===== config.mk =====
export PLATFORM = sky130hd
export DESIGN_NAME = cg4_pixel_shifter
export DESIGN_NICKNAME = d
export VERILOG_FILES = /design/src/rtl/vdg_pkg.sv /design/src/rtl/cg_hold_reg.sv /design/src/rtl/cg4_pixel_shifter.sv
export SDC_FILE = /design/constraint.sdc
export NUM_CORES = 1
export LEC_CHECK = 0
export ABC_AREA = 1
export BUFFER_PORTS_ARGS = -buffer_cell sky130_fd_sc_hd__buf_2
export CAP_MARGIN = 15
export CORE_UTILIZATION = 55
export CTS_CLUSTER_SIZE = 28
export DETAILED_ROUTE_END_ITERATION = 6
export HOLD_SLACK_MARGIN = 0.02
export PLACE_DENSITY_LB_ADDON = 0.3
export SETUP_SLACK_MARGIN = 0.5
export SLEW_MARGIN = 30
export SYNTH_ARGS = -nofsm -noshare
export SYNTH_HDL_FRONTEND = slang
export SYNTH_SLANG_ARGS = --single-unit
export TNS_END_PERCENT = 50

===== constraint.sdc =====
create_clock -name clk -period 2 [get_ports clk]
set_input_delay 0 -clock clk [delete_from_list [all_inputs] [get_ports clk]]
set_output_delay 0 -clock clk [all_outputs]
set_load 0.05 [all_outputs]

===== src/rtl/vdg_pkg.sv =====
// Shared types and constants for the CG-mode video path.
package vdg_pkg;

    typedef enum logic [1:0] {IDLE = 2'd0, PRIME = 2'd1, RUN = 2'd2, STARVE = 2'd3} cg_state_t;
    typedef enum logic [1:0] {REP_X1 = 2'd0, REP_X2 = 2'd1, REP_X4 = 2'd2, REP_X8 = 2'd3} pix_rep_t;

    localparam int PIX_PER_BYTE = 4;
    localparam int BITS_PER_PIX = 2;
    localparam int BYTE_W       = PIX_PER_BYTE * BITS_PER_PIX;

    // Last repeat count value for a pixel: (1 << rep) - 1.
    function automatic logic [2:0] rep_terminal(input pix_rep_t rep);
        logic [3:0] span;
        span = 4'd1 << rep;
        return 3'(span - 4'd1);
    endfunction

endpackage


===== src/rtl/cg_hold_reg.sv =====
// One-deep video byte holding buffer with valid/req handshake, flush and take.
module cg_hold_reg
    import vdg_pkg::*;
(
    input  logic              clk,
    input  logic              reset_n,
    input  logic              flush,
    input  logic              take,
    input  logic              data_valid,
    input  logic [BYTE_W-1:0] data_in,
    output logic [BYTE_W-1:0] data_out,
    output logic              hold_full,
    output logic              data_req
);

    logic capture;

    assign capture  = data_valid && !hold_full && !flush;
    assign data_req = !hold_full;

    always_ff @(posedge clk or negedge reset_n) begin
        if (!reset_n) begin
            hold_full <= 1'b0;
        end else if (flush || take) begin
            hold_full <= 1'b0;
        end else if (capture) begin
            hold_full <= 1'b1;
        end
    end

    // Payload is qualified by hold_full, so it needs no reset.
    always_ff @(posedge clk) begin
        if (capture) begin
            data_out <= data_in;
        end
    end

endmodule


===== src/rtl/cg4_pixel_shifter.sv =====
// CG 4-colour pixel serialiser: holding buffer, 2-bit shifter, pixel repeat and starvation blanking.
module cg4_pixel_shifter
    import vdg_pkg::*;
(
    input  logic              clk,
    input  logic              reset_n,
    input  logic              pix_en,
    input  logic              line_active,
    input  logic              css_in,
    input  logic [1:0]        rep_mode,
    input  logic [BYTE_W-1:0] data_in,
    input  logic              data_valid,
    output logic              data_req,
    output logic [1:0]        colour,
    output logic              screen,
    output logic              pixel_valid,
    output logic              underrun
);

    cg_state_t         state, state_nx;
    logic [BYTE_W-1:0] hold_data;
    logic              hold_full;
    logic [BYTE_W-1:0] sreg;
    pix_rep_t          rep_l;
    logic [1:0]        pix_idx;
    logic [2:0]        rep_cnt;
    logic              rep_done, last_pix;
    logic              do_load, do_shift, do_inc, do_starve, do_clr, clr_under;

    assign rep_done = (rep_cnt == rep_terminal(rep_l));
    assign last_pix = (pix_idx == 2'(PIX_PER_BYTE - 1));

    cg_hold_reg u_hold (
        .clk        (clk),
        .reset_n    (reset_n),
        .flush      (!line_active),
        .take       (do_load),
        .data_valid (data_valid),
        .data_in    (data_in),
        .data_out   (hold_data),
        .hold_full  (hold_full),
        .data_req   (data_req)
    );

    always_ff @(posedge clk or negedge reset_n) begin
        if (!reset_n) state <= IDLE;
        else          state <= state_nx;
    end

    always_comb begin
        state_nx = state;
        if (!line_active) begin
            state_nx = IDLE;
        end else begin
            case (state)
                IDLE:    state_nx = PRIME;
                PRIME:   if (pix_en && hold_full) state_nx = RUN;
                RUN:     if (pix_en && rep_done && last_pix && !hold_full) state_nx = STARVE;
                STARVE:  if (pix_en && hold_full) state_nx = RUN;
                default: state_nx = IDLE;
            endcase
        end
    end

    // Per-edge datapath strobes; at most one of load/shift/inc/starve is active.
    always_comb begin
        do_clr    = !line_active;
        clr_under = line_active && (state == IDLE);
        do_load   = 1'b0;
        do_shift  = 1'b0;
        do_inc    = 1'b0;
        do_starve = 1'b0;
        if (line_active && pix_en) begin
            case (state)
                PRIME, STARVE: do_load = hold_full;
                RUN: begin
                    if (!rep_done)     do_inc    = 1'b1;
                    else if (!last_pix) do_shift = 1'b1;
                    else if (hold_full) do_load  = 1'b1;
                    else                do_starve = 1'b1;
                end
                default: ;
            endcase
        end
    end

    always_ff @(posedge clk or negedge reset_n) begin
        if (!reset_n) begin
            sreg        <= '0;
            colour      <= 2'b00;
            screen      <= 1'b0;
            pixel_valid <= 1'b0;
            rep_l       <= REP_X1;
            pix_idx     <= 2'd0;
            rep_cnt     <= 3'd0;
        end else if (do_clr) begin
            sreg        <= '0;
            colour      <= 2'b00;
            screen      <= 1'b0;
            pixel_valid <= 1'b0;
            rep_l       <= REP_X1;
            pix_idx     <= 2'd0;
            rep_cnt     <= 3'd0;
        end else if (do_load) begin
            sreg        <= hold_data;
            colour      <= hold_data[BYTE_W-1 -: BITS_PER_PIX];
            screen      <= css_in;
            pixel_valid <= 1'b1;
            rep_l       <= pix_rep_t'(rep_mode);
            pix_idx     <= 2'd0;
            rep_cnt     <= 3'd0;
        end else if (do_shift) begin
            sreg        <= {sreg[BYTE_W-BITS_PER_PIX-1:0], {BITS_PER_PIX{1'b0}}};
            colour      <= sreg[BYTE_W-BITS_PER_PIX-1 -: BITS_PER_PIX];
            pix_idx     <= pix_idx + 2'd1;
            rep_cnt     <= 3'd0;
        end else if (do_inc) begin
            rep_cnt     <= rep_cnt + 3'd1;
        end else if (do_starve) begin
            sreg        <= '0;
            colour      <= 2'b00;
            pixel_valid <= 1'b0;
        end
    end

    always_ff @(posedge clk or negedge reset_n) begin
        if (!reset_n)       underrun <= 1'b0;
        else if (clr_under) underrun <= 1'b0;
        else if (do_starve) underrun <= 1'b1;
    end

endmodule

Yosys cells after proc, flatten, opt, wreduce, memory -nomap -nowiden
Cells that the tools add are included.

storage, ports and cells
  register bits = 29
  output and inout bits = 6
  bits of input ports = 16
  word-level logic and storage cells = 99

cells by class
  mux-type cells = 51
  equal/unequal tests = 15
  reductions and logical operators = 18
  add/sub/neg operators = 3
  shift operators = 1

operators with widths
  operator                                               number
  2-to-1 mux 6 bit                                       5
  2-to-1 mux 1 bit                                       27
  2-to-1 mux 2 bit                                       13
  2-to-1 mux 3 bit                                       4
  inequality test 3 x 2 -> 1 bit, second input constant  3
  logical AND 1 bit                                      8
  inequality test 4 x 1 -> 1 bit, second input constant  2
  == test 2 bit, second input constant                   3
  inequality test 3 x 1 -> 1 bit, second input constant  2
  case mux 2 bit (3 select lines)                        1
  inequality test 4 x 3 -> 1 bit, second input constant  1
  AND reduction 2 bit                                    2
  nonzero test 2 bit                                     2
  adder 3 x 1 -> 3 bit, second input constant            1
  == test 3 bit                                          1
  inequality test 3 bit, second input constant           1
  AND reduction 3 bit                                    1
  << shifter 1 x 2 -> 3 bit, first input constant        1
  subtractor 3 x 1 -> 3 bit, second input constant       1
  adder 2 x 1 -> 2 bit, second input constant            1
  == test 2 x 1 -> 1 bit, second input constant          1
  zero test 1 bit                                        2
  zero test 2 bit                                        1
  inequality test 2 x 1 -> 1 bit, second input constant  1
  other kinds (3)                                        3

Logic depth before layout (Yosys ltp)
  word-level depth = 11
  mapped depth = 11

Cells and area by module
A second synthesis with hierarchy kept.

second synthesis, totals
  cell total of the unflattened synthesis = 172
  area, all modules = 1,525.2 um^2

by module, submodules not included
  module             cells an instance  sequential area each (um^2)  area each (um^2)  times used
  cg4_pixel_shifter  155                500.5                        1,229.9           1
  cg_hold_reg        17                 265.3                        295.3             1

Worst setup path before layout
OpenSTA, ideal clock, no wires.

  kind = register to register
  from = register u_hold.hold_full
  to = register u_hold.data_out[0] (enable)
  setup slack = 0.554 ns
  period minus slack after synthesis = 1.446 ns
  stages on the path, launching flop included = 2
  required time = 1.617 ns
  arrival = 1.062 ns
  library setup time = 0.383 ns
  path through = dfrtp_1 nor3_1

on the way
  cells in the longest elaborated chain, start to end = 3

ends and longest elaborated chain
  what                             line               text
  from (decl)                      cg_hold_reg.sv:12  output logic hold_full,
  from (signal assigned)           cg_hold_reg.sv:23  hold_full <= 1'b0;
  from (signal assigned)           cg_hold_reg.sv:25  hold_full <= 1'b0;
  from (signal assigned)           cg_hold_reg.sv:27  hold_full <= 1'b1;
  zero test 1 bit                  cg_hold_reg.sv:18  assign capture = data_valid && !hold_full && !flush;
  logical AND 1 bit (2 in series)  cg_hold_reg.sv:18
  net u_hold.capture               cg_hold_reg.sv:16  logic capture;
  to (signal assigned)             cg_hold_reg.sv:34  data_out <= data_in;
  to (decl)                        cg_hold_reg.sv:11  output logic [BYTE_W-1:0] data_out,

The timed path passes the listed nets, and every way through them passes these cells.
A chain may end at the register's enable or synchronous reset.

Final worst setup path
  from = register rep_l[0]
  to = register colour[1]

on the way
  cells in the longest elaborated chain, start to end = 9
  elaborated cells on any way between the ends = 21
  classes of those cells = add/sub (1); eq/ne (3); shift (1); mux (15); reduce/logical (1)

ends and longest elaborated chain
  what                                                                    line                      text
  from (decl)                                                             cg4_pixel_shifter.sv:24   pix_rep_t rep_l;
  from (signal assigned)                                                  cg4_pixel_shifter.sv:109  rep_l <= pix_rep_t'(rep_mode);
  << shifter 1 x 2 -> 3 bit (*)                                           vdg_pkg.sv:14             span = 4'd1 << rep;
  subtractor 3 x 1 -> 3 bit (*)                                           vdg_pkg.sv:15             return 3'(span - 4'd1);
  == test 3 bit (*)                                                       cg4_pixel_shifter.sv:30   assign rep_done = (rep_cnt == rep_terminal(rep_l));
  branches (longest 6 deep; another with inequality test 4 x 1 -> 1 bit)  --
  to (signal assigned)                                                    cg4_pixel_shifter.sv:106  colour <= hold_data[BYTE_W-1 -: BITS_PER_PIX];
  to (signal assigned)                                                    cg4_pixel_shifter.sv:114  colour <= sreg[BYTE_W-BITS_PER_PIX-1 -: BITS_PER_PIX];
  to (decl)                                                               cg4_pixel_shifter.sv:14   output logic [1:0] colour,

Mark *: on every way between the ends.

==> impl_metrics.tcl <==
set metrics [dict create \
    status "finished clean" \
    yosys_register_bits 29 \
    fin_skew_ns 0.0101 \
    antenna_found_initial 0 \
    power.internal_mw 0.824 \
    critPathLaunchType "flip-flop" \
    cts_tree "built" \
    period_needed_ns 1.47 \
    io_pins 22 \
    grt-ovfl-total 0 \
    ant_nets 0 \
    path_clk_slew_ns 0.09 \
    nNetsFinal 223 \
    cpMaxStageDelayCell "dfrtp_2" \
    grt_usage 0.253 \
    cpMostUsedCell "nand2_1" \
    p_comb_frac 0.130 \
    portBuffers 21 \
    reg2reg_slack_ns 0.53 \
    hold_ws_ns 0.0693 \
    numCtsBuffers 5 \
    syn-cell-area_um2 1490 \
    dr.pass1.iters 4 \
    h-tree-depth 2 \
    crit_type "reg2reg" \
    post-dp-hpwl_um 2080 \
    drtIter0Drc 47 \
    grt_max_degree 22 \
    setup_tns_ns 0 \
    slowest_delay_ns 0.45 \
    rsz0062_at_grt "true" \
    p_seq_frac 0.572 \
    die_w_um 54.0 \
    hold_viol 0 \
    regArea_um2 768 \
    drive_gt1_frac 0.325 \
    required_ns 2.22 \
    tightest_slew_ns 0.483 \
    grt_pass1_vias 1158 \
    synth.distinct_cells 27 \
    multi_input_area_um2 634 \
    synth.avg_cell_area_um2 9.11 \
    routedWlPerCell_um 13.2 \
    power_leakage_nw 0.959 \
    numClockSinks 29 \
    cts_root_buffer "clkbuf_4" \
    holdCritPathClass "in2reg" \
    p_clk_frac 0.298 \
    syn_inst 163 \
    fillers 183 \
    dieArea_um2 2910 \
    max_freq_mhz 682 \
    place.gp.congestion 0.785 \
    max-cap-violations 0 \
    critPathBufInv 2 \
    num_rows 18 \
    power_density_nw_per_um2 596 \
    drc 0 \
    cp.arrival_ns 1.69 \
    avgViaCountPerCell 5.29 \
    worst_skew_pair.late_latency_ns 0.33 \
    wirelength_um 3100 \
    syn_nets 181 \
    power_switching_mw 0.296 \
    end_kind "flip-flop" \
    critical-path-top-delay-family "simple AND/OR/NAND/NOR gates" \
    core_um2 2520 \
    die_h_um 54.0 \
    setup_viol 0 \
    antenna_cells 0 \
    irDropWorstVdd_mv 0.554 \
    power_mw 1.12 \
    cts_buffer_depth 2 \
    initial_core_util 0.589 \
    final_util 0.746 \
    vias 1248 \
    grt_pass1_wl_um 4970 \
    post-route-period-util 0.733 \
    cp_cell_sequence "o21ai_0 -> nand2_2 -> nand4_2 -> nand2_4 -> buf_12 -> nand3_2 -> nand2_1 -> inv_1 -> nand2_1" \
    ys_seq_area_frac 0.516 \
    path_max_fanout 11 \
    switching_share 0.264 \
    yosysWarningCount 0 \
    slew_headroom 0.678 \
    syn_to_final_growth_pct 26.6 \
    drv_slew 0 \
]
worst paths after layout:
kind                                    endpoint                          from  depth (start not counted)
min                         state[0]$_DFFE_PN0P_                   line_active                          3
max reg2reg                colour[1]$_DFFE_PN0P_          rep_l[0]$_DFFE_PN0P_                          9
max                        colour[1]$_DFFE_PN0P_          rep_l[0]$_DFFE_PN0P_                          9
min reg2reg                  sreg[1]$_DFFE_PN0P_  u_hold.data_out[1]$_DFFE_PP_                          2
max in group asynchronous   rep_l[1]$_DFFE_PN0P_                       reset_n                          2
min in group asynchronous    sreg[5]$_DFFE_PN0P_                       reset_n                          2
layout make-up:
class | count | share of cell area
multi-input combinational | 105 | 0.337
sequential | 29 | 0.409
clock buffer | 7 | 0.0240
clock inverter | 1 | 0.00266
inverter | 24 | 0.0506
tap | 30 | 0.0200
timing repair buffer | 40 | 0.157
power groups by stage:
stage	logic, mW	clock network (mW)	registers, mW
CTS	0.136	0.346	0.640
floorplan	0.0674	0	0.659
finish	0.145	0.333	0.641
global placement	0.105	0	0.651
global route	0.158	0.367	0.643
detailed placement	0.108	0	0.652
cell usage after synthesis (all sizes together):
cell type | count | area, um^2
a21oi | 4 | 20.0
buf | 5 | 48.8
clkinv | 1 | 5.00
dfrtp | 21 | 526
edfxtp | 8 | 240
ha | 2 | 25.0
inv | 23 | 86.3
nand2 | 50 | 208
nand3 | 21 | 145
nand4 | 11 | 75.1
nor2 | 7 | 38.8
nor3 | 3 | 20.0
o211ai | 1 | 12.5
o21ai | 4 | 20.0
or2 | 1 | 6.26
xor2 | 1 | 8.76
cells in the final DEF (no fill, tap or decap), types with 2 or more instances in the layout:
cell and instances:
a21oi_1 4, buf_2 21, buf_4 4, clkbuf_1 2, clkbuf_4 5, dfrtp_1 19, dfrtp_2 2, dlygate4sd3_1 14
edfxtp_1 8, ha_1 2, inv_1 18, inv_2 5, nand2_1 39, nand2_2 9, nand3_1 12, nand3_2 8
nand4_1 10, nor2_1 3, nor2_2 2, nor2_4 2, nor3_1 2, o21ai_0 4
metrics by stage:
stage | std cells | cell area (um^2) | setup slack (ns)
floorplan | 163 | 1490 | 0.554
global placement | 211 | 1590 | 0.537
detailed placement | 211 | 1590 | 0.466
CTS | 234 | 1800 | 0.540
global route | 236 | 1880 | 0.441
finish | 236 | 1880 | 0.534
cell families (layout without fill, tap and decap cells):
group | after synthesis | count (layout) | share of synthesized area
DFF | 29 | 29 | 0.516
and+or+nand+nor | 93 | 93 | 0.332
xor gates and xnor gates | 1 | 1 | 0.00590
AOI/OAI and AO/OA | 9 | 9 | 0.0354
adders and majority gates | 2 | 2 | 0.0168
buffers and inverters | 29 | 72 | 0.0944
state kept, by name, indices dropped and copies added, names as in the netlist:
signal	flops
colour	2
pix_idx	2
pixel_valid	1
rep_cnt	3
rep_l	2
screen	1
sreg	6
state	2
u_hold.data_out	8
u_hold.hold_full	1
underrun	1
metal layers:
| layer | part of all wire | track usage |
|---|---|---|
| met5 | 0 | 0 |
| met2 | 0.51 | 0.403 |
| met1 | 0.41 | 0.303 |
| met4 | 0.021 | 0.114 |
| met3 | 0.053 | 0.0932 |
worst register-to-register path: cells and delay by family (launching register included):
kind	cells	cell delay (ns)
AO/OA/AOI/OAI	1	0.25
AND/OR/NAND/NOR	6	0.47
buffers and inverters	2	0.19
flip-flops	1	0.45
what timing repair did:
action / CTS / global route
resized for setup: 0 / 18
hold buffers: 14 / 0
setup buffers: 1 / 2
pin swaps: 1 / 7
endpoints found under the setup margin: 14 / 19
hold endpoints to repair: 35 / 0
No activity file was read; power rests on OpenSTA's default activity.
